[config.mk]
export PLATFORM = sky130hd
export DESIGN_NAME = systolic_result_drain
export DESIGN_NICKNAME = d
export VERILOG_FILES = /design/src/rtl/tpu_pkg.sv /design/src/rtl/acc_requantize.sv /design/src/rtl/systolic_result_drain.sv
export SDC_FILE = /design/constraint.sdc
export NUM_CORES = 1
export LEC_CHECK = 0
export CAP_MARGIN = 10
export CORE_MARGIN = 5
export CORE_UTILIZATION = 25
export DETAILED_ROUTE_END_ITERATION = 7
export HOLD_SLACK_MARGIN = 0.12
export MAX_ROUTING_LAYER = met4
export PLACE_DENSITY = 0.54
export REMOVE_ABC_BUFFERS = 1
export SLEW_MARGIN = 0
export SYNTH_ARGS = -nofsm -noshare
export SYNTH_HDL_FRONTEND = slang
export SYNTH_SLANG_ARGS = --single-unit
[constraint.sdc]
create_clock -name clk -period 3.7 [get_ports clk]
set_input_delay 0.74 -clock clk [delete_from_list [all_inputs] [get_ports clk]]
set_output_delay 0.74 -clock clk [all_outputs]
set_load 0.02 [all_outputs]
[src/rtl/tpu_pkg.sv]
// Shared definitions for the systolic array datapath: index widths and the
// result-drain state encoding.
package tpu_pkg;

  localparam int MAX_N      = 256;
  localparam int LOG2_MAX_N = 8;

  typedef enum logic {
    DRAIN_IDLE   = 1'b0,
    DRAIN_STREAM = 1'b1
  } drain_state_t;

endpackage

[src/rtl/acc_requantize.sv]
// Combinational requantizer: arithmetic right shift of a signed accumulator
// followed by signed saturation to OUT_WIDTH. The clip flag marks elements
// that hit either rail.
module acc_requantize #(
  parameter int ACC_WIDTH = 32,
  parameter int OUT_WIDTH = 8,
  parameter int SHIFT     = 0
) (
  input  logic [ACC_WIDTH-1:0] acc,
  output logic [OUT_WIDTH-1:0] value,
  output logic                 clip
);

  // Largest and smallest representable output, sign-extended to accumulator width.
  localparam logic signed [ACC_WIDTH-1:0] MAX_V =
    {{(ACC_WIDTH-OUT_WIDTH+1){1'b0}}, {(OUT_WIDTH-1){1'b1}}};
  localparam logic signed [ACC_WIDTH-1:0] MIN_V = ~MAX_V;

  logic signed [ACC_WIDTH-1:0] shifted;

  // Shift toward minus infinity, then clamp to the output range.
  always_comb begin
    shifted = $signed(acc) >>> SHIFT;
    value   = shifted[OUT_WIDTH-1:0];
    clip    = 1'b0;
    if (shifted > MAX_V) begin
      value = MAX_V[OUT_WIDTH-1:0];
      clip  = 1'b1;
    end else if (shifted < MIN_V) begin
      value = MIN_V[OUT_WIDTH-1:0];
      clip  = 1'b1;
    end
  end

endmodule

[src/rtl/systolic_result_drain.sv]
// Captures the N x N accumulator array in one cycle, then streams the
// requantized elements in row-major order over valid/ready.
//
//   state        | meaning
//   DRAIN_IDLE   | acc_ready high, waiting for a finished result
//   DRAIN_STREAM | buffer holds a matrix, out_valid high, one beat per handshake
//
// The element after the current one is requantized combinationally so the
// output registers can load it on the same edge the current beat transfers.
module systolic_result_drain
  import tpu_pkg::*;
#(
  parameter int N         = 2,
  parameter int ACC_WIDTH = 32,
  parameter int OUT_WIDTH = 8,
  parameter int SHIFT     = 0
) (
  input  logic                      clk,
  input  logic                      reset,
  input  logic [N*N*ACC_WIDTH-1:0]  acc_in,
  input  logic                      acc_valid,
  output logic                      acc_ready,
  output logic [OUT_WIDTH-1:0]      out_data,
  output logic                      out_valid,
  input  logic                      out_ready,
  output logic [LOG2_MAX_N-1:0]     out_row,
  output logic [LOG2_MAX_N-1:0]     out_col,
  output logic                      out_last,
  output logic                      saturated,
  output logic                      busy
);

  localparam int NE = N * N;
  localparam int EW = (NE > 1) ? $clog2(NE) : 1;
  localparam logic [EW-1:0]         LAST_IDX = EW'(NE - 1);
  localparam logic [LOG2_MAX_N-1:0] LAST_COL = LOG2_MAX_N'(N - 1);

  drain_state_t         state;
  logic [ACC_WIDTH-1:0] buf_q [NE];
  logic [EW-1:0]        elem_q;
  logic [EW-1:0]        elem_nxt;
  logic [ACC_WIDTH-1:0] next_acc;
  logic [ACC_WIDTH-1:0] sel_acc;
  logic [OUT_WIDTH-1:0] rq_value;
  logic                 rq_clip;

  assign elem_nxt = elem_q + 1'b1;

  // A single-element matrix never advances, so there is no successor to fetch.
  if (NE > 1) begin : g_next
    assign next_acc = buf_q[elem_nxt];
  end else begin : g_next_one
    assign next_acc = buf_q[0];
  end

  // Element (0,0) comes straight from acc_in at capture; afterwards the buffered successor.
  always_comb begin
    sel_acc = (state == DRAIN_IDLE) ? acc_in[ACC_WIDTH-1:0] : next_acc;
  end

  acc_requantize #(
    .ACC_WIDTH (ACC_WIDTH),
    .OUT_WIDTH (OUT_WIDTH),
    .SHIFT     (SHIFT)
  ) u_requantize (
    .acc   (sel_acc),
    .value (rq_value),
    .clip  (rq_clip)
  );

  // Buffer is only loaded at capture; contents out of reset are don't-care.
  for (genvar k = 0; k < NE; k++) begin : g_buf
    always_ff @(posedge clk) begin
      if ((state == DRAIN_IDLE) && acc_valid) begin
        buf_q[k] <= acc_in[ACC_WIDTH*k +: ACC_WIDTH];
      end
    end
  end

  // Drain FSM with registered handshake, index and data outputs.
  always_ff @(posedge clk or negedge reset) begin
    if (!reset) begin
      state     <= DRAIN_IDLE;
      acc_ready <= 1'b1;
      out_valid <= 1'b0;
      busy      <= 1'b0;
      out_data  <= '0;
      out_row   <= '0;
      out_col   <= '0;
      out_last  <= 1'b0;
      saturated <= 1'b0;
      elem_q    <= '0;
    end else begin
      case (state)
        DRAIN_IDLE: begin
          if (acc_valid) begin
            state     <= DRAIN_STREAM;
            acc_ready <= 1'b0;
            out_valid <= 1'b1;
            busy      <= 1'b1;
            elem_q    <= '0;
            out_row   <= '0;
            out_col   <= '0;
            out_last  <= (NE == 1);
            out_data  <= rq_value;
            saturated <= rq_clip;
          end
        end
        DRAIN_STREAM: begin
          if (out_ready) begin
            if (elem_q == LAST_IDX) begin
              state     <= DRAIN_IDLE;
              acc_ready <= 1'b1;
              out_valid <= 1'b0;
              busy      <= 1'b0;
            end else begin
              elem_q    <= elem_nxt;
              out_data  <= rq_value;
              saturated <= saturated | rq_clip;
              out_last  <= (elem_nxt == LAST_IDX);
              if (out_col == LAST_COL) begin
                out_col <= '0;
                out_row <= out_row + 1'b1;
              end else begin
                out_col <= out_col + 1'b1;
              end
            end
          end
        end
        default: state <= DRAIN_IDLE;
      endcase
    end
  end

endmodule

==> results.cfg, run 1 <==
[routing]
drtIter0Drc = 233
drc = 0
routed_wl_um = 18200
first_pass_iters = 4
vias = 4586
vias_per_cell = 4.69
postRouteAntennaNets = 0
routedWlPerCell_um = 18.6

[logic_synthesis]
synth_area_leaders = edfxtp_1 (56%), dfrtp_1 (11%), mux2i_1 (5.4%)
yosys_warnings = 0
synth_common_cells = edfxtp_1 (128), mux2i_1 (37), nor2_1 (34)
synth_top_area_frac = 0.564
synth_cell_types = 52
synth_area_um2 = 6820
avgSynthCellArea_um2 = 14.9
synth-edff-count = 128
seq_area_frac_synth = 0.678
ys_ff_latch = 159
async_flop_share = 0.195
yosys.cell_count.top_type = edfxtp_1
syn_inst = 458
synth_area_leader_cell = edfxtp_1
synth_ff_type = edfxtp_1

[power_and_ir_drop]
cellPowerDensity_nw_per_um2 = 712
peakVddDrop_mv = 0.322
leakage_nw = 3.25

[setup_path]
endpoint_kind = register
crit_path_max_fanout = 22
cp_top_family = simple AND/OR/NAND/NOR gates
worst-path-buf-inv = 1
crit_path_cell_trace = inv_2 -> ha_1 -> nand2b_2 -> o22ai_1 -> or4_1 -> or4_1 -> nor3_2 -> o21a_2 -> o22ai_1
critPathArrivalTime_ns = 3.48
start_kind = register
critical_path_class = register to register
slowest_stage = or4_1
critical_path.max_stage_delay_ns = 0.53
cp_data_required_time_ns = 3.97

[global_routing]
met2_usage = 0.188
met1_usage = 0.159
grt_max_degree = 65
grt_pass1_vias = 4870
gr-total-overflow = 0
grt_pass1_wl_um = 27800
met3_usage = 0.0299
track_usage = 0.121
gr-max-usage-layer = met2
grt_antenna_before_repair = 0

[floorplanning]
die_area_um2 = 30700
rows = 60
core_um2 = 26900
pin_count = 161
die_y_um = 175
die-width_um = 175
initial_core_util = 0.254

[final_layout]
final_util = 0.349
diodes = 0
fill_cells = 2610
area_delta_synth_final_pct = 37.4
final_nets = 761
drive_gt1_frac = 0.107

[sta]
drv_slew = 0
worst_clock_skew_ns = 0.0153
rsz0062_at_grt = false
setup_viol = 0
fin_crit_ns = 3.20
hold_viol_final = 0
max_slew_margin = 0.577
setup_ws_ns = 0.497
worst-slew-pin-transition_ns = 0.634
max_freq_ghz = 0.312
period_share = 0.866

[clock_tree]
ctsRootBufferMaster = clkbuf_16
clk_pin_slew_ns = 0.07
hold_buffers = 0
cts_buffer_depth = 2
cts-htree-levels = 4
insertion_delay_ns = 0.42
cts.sinks = 159
cts-resized-gates = 0
cts_tree = done
cts_buffers = 17
postCtsSetupRepairBufs = 0

[place]
gp_congestion = 0.776
dpl.hpwl_um = 13400
pre_cts_slack_ns = 0.523
numPortBuffers = 160

[job]
max_cap_viol_count = 0

[outcome]
status = finished, final reports clean

[worst_hold_path]
hp-class = register to register
layer usage:
| metal | share of wire | wire (µm) |
|---|---|---|
| met1 | 0.46 | 8430 |
| met2 | 0.48 | 8670 |
| met3 | 0.047 | 860 |
| met4 | 0.014 | 246 |
| met5 | 0 | 0 |
tightest hold or removal path, stage by stage, from the launching register on:
cell and delay, ns:
dfrtp_1 0.35, nor2_1 0.05, nor2_1 0.07
final cells by class:
class	count	area [µm²]	share of cell area
flip-flops and latches	159	4620	0.494
multi-input cells	265	2020	0.215
repair buffers	169	1710	0.182
clock buffers	18	429	0.0458
well taps	341	427	0.0455
clock inverters	14	119	0.0127
inverters	12	47.5	0.00507
path summary, 6_finish.rpt:
kind | from | endpoint | slack, ns | cells after the start
worst max register to register | elem_q[0] | out_data[4] | 0.50 | 9
min in group asynchronous | reset | out_data[2] | 0.54 | 1
max in group asynchronous | reset | acc_ready | 2.50 | 2
worst min register to register | out_data[7] | out_data[7] | 0.50 | 2
worst min-delay path | out_data[7] | out_data[7] | 0.50 | 2
worst max-delay path | elem_q[0] | out_data[4] | 0.50 | 9
registers in the layout, summed over array words and instances (netlist names):
| signal | cells |
|---|---|
| acc_ready | 1 |
| buf_q | 128 |
| busy | 1 |
| elem_q | 2 |
| out_col | 8 |
| out_data | 8 |
| out_last | 1 |
| out_row | 8 |
| saturated | 1 |
| state | 1 |
logic make-up (layout without fill, tap and decap cells):
| group | Yosys count | count (layout) | share of synthesized area |
|---|---|---|---|
| mux | 62 | 62 | 0.114 |
| buf+inv | 34 | 213 | 0.0264 |
| fa+ha+maj | 5 | 5 | 0.00918 |
| flops | 159 | 159 | 0.678 |
| compound gates | 78 | 78 | 0.0776 |
| xor+xnor | 9 | 9 | 0.0116 |
| simple gates | 111 | 111 | 0.0837 |
power breakdown:
part	internal, mW	total [mW]	switching (mW)
clock	0.924	1.65	0.727
sequential	2.32	2.50	0.175
combinational	1.08	2.52	1.44
total	4.33	6.67	2.34
cells in the final DEF, fill, tap and decap left out, types with 5 or more instances in the layout:
| cell | count |
|---|---|
| nor2_1 | 34 |
| edfxtp_1 | 128 |
| o21ai_0 | 20 |
| xor2_1 | 8 |
| o2bb2ai_1 | 6 |
| ha_1 | 5 |
| mux2_2 | 10 |
| dfrtp_1 | 29 |
| nand3_1 | 9 |
| inv_1 | 9 |
| clkbuf_16 | 17 |
| o221ai_1 | 7 |
| nor3_1 | 8 |
| buf_4 | 6 |
| o22ai_1 | 15 |
| clkdlybuf4s50_1 | 160 |
| mux2i_1 | 37 |
| and3_1 | 6 |
| nand4_1 | 8 |
| nor4_1 | 7 |
| nand2b_1 | 9 |
| mux4_2 | 11 |
| nand2_1 | 15 |
| a21oi_1 | 10 |
through the flow:
| step | std cells | TNS (ns) | power (mW) | hold WS (ns) | area, µm² |
|---|---|---|---|---|---|
| after global routing | 978 | 0 | 7.06 | 0.520 | 9370 |
| after floorplan | 436 | -78.30 | 4.09 | 0.444 | 6680 |
| after detailed placement | 946 | 0 | 5.10 | 0.487 | 8820 |
| final | 978 | 0 | 6.67 | 0.502 | 9370 |
| after global placement | 946 | 0 | 5.04 | 0.472 | 8820 |
| after CTS | 978 | 0 | 6.78 | 0.498 | 9370 |
Note: power is estimated with default switching activity, not from simulation.
==> run 2, diff against run 1 <==
--- a/config.mk
+++ b/config.mk
@@ -12,6 +12,7 @@
 export HOLD_SLACK_MARGIN = 0.12
 export MAX_ROUTING_LAYER = met4
 export PLACE_DENSITY = 0.54
+export RECOVER_POWER = 100
 export REMOVE_ABC_BUFFERS = 1
 export SLEW_MARGIN = 0
 export SYNTH_ARGS = -nofsm -noshare
==> run 2 against run 1 <==
The flow now finishes with violations (max-capacitance violations, max-slew violations). Combinational power is 3% lower. Hold slack worse by 0.0046 ns. Global-route usage stayed put. Clock power hardly changed. Register-to-register slack worse by 0.13 ns. Setup slack worse by 0.13 ns. Critical path depth stayed put. Clock skew is 0.0012 ns higher. Critical path type unchanged. Largest cell class unchanged. Largest power group is now sequential cells. Highest routed layer unchanged.
==> results.cfg, run 2 (synthesis results as in run 1) <==
[final_layout]
register_area_um2 = 4620
final_util = 0.348
multiInputGateArea_um2 = 2010
most-common-layout-cells = dlygate4sd3_1 (158), edfxtp_1 (128), mux2i_1 (37)
largest_reg_flops = 128
final_nets = 761
area_delta_synth_final_pct = 37.3
final_common_cell = dlygate4sd3_1
fill_cells = 2613
regMostFlops = buf_q
drive_gt1_frac = 0.102

[setup_path]
slowest_stage = or4_1
start_kind = register
critical_path.max_stage_delay_ns = 0.53
critical_path_class = register to register
cp_data_required_time_ns = 3.97
endpoint_kind = register
worst-path-buf-inv = 1
cp_top_family = simple AND/OR/NAND/NOR gates
critPathArrivalTime_ns = 3.61
crit_path_cell_trace = inv_2 -> ha_1 -> nand2b_2 -> o22ai_1 -> or4_1 -> or4_1 -> nor3_1 -> o21a_2 -> o22ai_1
crit_path_max_fanout = 22

[clock_tree]
cts-htree-levels = 4
cts-resized-gates = 0
cts_buffer_depth = 2
cts_buffers = 17
cts_tree = done
hold_buffers = 0
insertion_delay_ns = 0.42
cts.sinks = 159
clk_pin_slew_ns = 0.07
ctsRootBufferMaster = clkbuf_16
postCtsSetupRepairBufs = 0

[global_routing]
grt_pass1_vias = 4870
grt_max_degree = 65
grt_antenna_before_repair = 0
grt_pass1_wl_um = 27800
track_usage = 0.121
gr-total-overflow = 0

[sta]
max_slew_margin = -0.0173
worst-slew-pin-transition_ns = 1.53
rsz0062_at_grt = false
period_share = 0.901
hold_viol_final = 0
fin_crit_ns = 3.33
worst_clock_skew_ns = 0.0165
setup_viol = 0
max_freq_ghz = 0.300
drv_slew = 28
fin_setup_tns_ns = 0

[place]
numPortBuffers = 160
dpl.hpwl_um = 13400
gp_congestion = 0.776

[routing]
postRouteAntennaNets = 0
routed_wl_um = 18200
first_pass_iters = 4
drc = 0
drtIter0Drc = 248
vias = 4570
routedWlPerCell_um = 18.6
vias_per_cell = 4.67

[outcome]
status = finished with violations
violations = max-capacitance violations, max-slew violations

[floorplanning]
die_area_um2 = 30700
pin_count = 161
core_um2 = 26900
die_y_um = 175
rows = 60
initial_core_util = 0.254
die-width_um = 175

[job]
max_cap_viol_count = 1

[power_and_ir_drop]
peakVddDrop_mv = 0.321
leakage_nw = 3.33
cellPowerDensity_nw_per_um2 = 705

[worst_hold_path]
hp-class = register to register
-- run 2: area by class of cell --
| cell class | instances | share of cell area |
|---|---|---|
| diodes | 1 | 0.000267 |
| clock buffers | 18 | 0.0458 |
| clock inverters | 14 | 0.0127 |
| inverters | 12 | 0.00481 |
| multi-input cells | 265 | 0.215 |
| flip-flops and latches | 159 | 0.494 |
| well taps | 341 | 0.0456 |
| repair buffers | 169 | 0.182 |
-- run 2: report_power, final --
group	switching [mW]	internal, mW
registers	0.169	2.33
logic	1.44	1.02
clock network	0.726	0.924
total	2.33	4.27
-- run 2: worst register-to-register path: stages, from the launching register on --
cell and delay, ns:
dfrtp_4 0.43, inv_2 0.06, ha_1 0.31, nand2b_2 0.42, o22ai_1 0.21, or4_1 0.53, or4_1 0.41, nor3_1 0.47
o21a_2 0.27, o22ai_1 0.10
-- run 2: worst paths after layout --
check	startpoint	to	slack, ns	depth (start not counted)
worst max-delay path	elem_q[0]	out_data[4]	0.37	9
worst min-delay path	out_data[7]	out_data[7]	0.50	2
worst max register to register	elem_q[0]	out_data[4]	0.37	9
worst min register to register	out_data[7]	out_data[7]	0.50	2
max in group asynchronous	reset	elem_q[0]	1.22	2
min in group asynchronous	reset	out_data[2]	0.61	1
-- run 2: metrics by stage --
step | power [mW] | instances | instance area [µm²] | hold WS (ns) | setup WS [ns]
3_3_place_gp | 5.04 | 946 | 8820 | 0.472 | 0.590
2_1_floorplan | 4.09 | 436 | 6680 | 0.444 | -1.17
5_1_grt | 6.99 | 978 | 9360 | 0.519 | 0.215
3_5_place_dp | 5.10 | 946 | 8820 | 0.487 | 0.523
4_1_cts | 6.78 | 978 | 9370 | 0.498 | 0.509
6_report | 6.60 | 979 | 9360 | 0.498 | 0.368
-- run 2: routing by layer --
| layer | GRT usage | share of wire | wire (µm) | vias to the layer above |
|---|---|---|---|---|
| met3 | 0.0299 | 0.046 | 843 | 24 |
| met4 | 0.0321 | 0.014 | 246 | 0 |
| met5 | - | 0 | 0 | - |
| li1 | - | - | - | 2125 |
| met1 | 0.159 | 0.46 | 8430 | 2256 |
| met2 | 0.188 | 0.48 | 8660 | 165 |
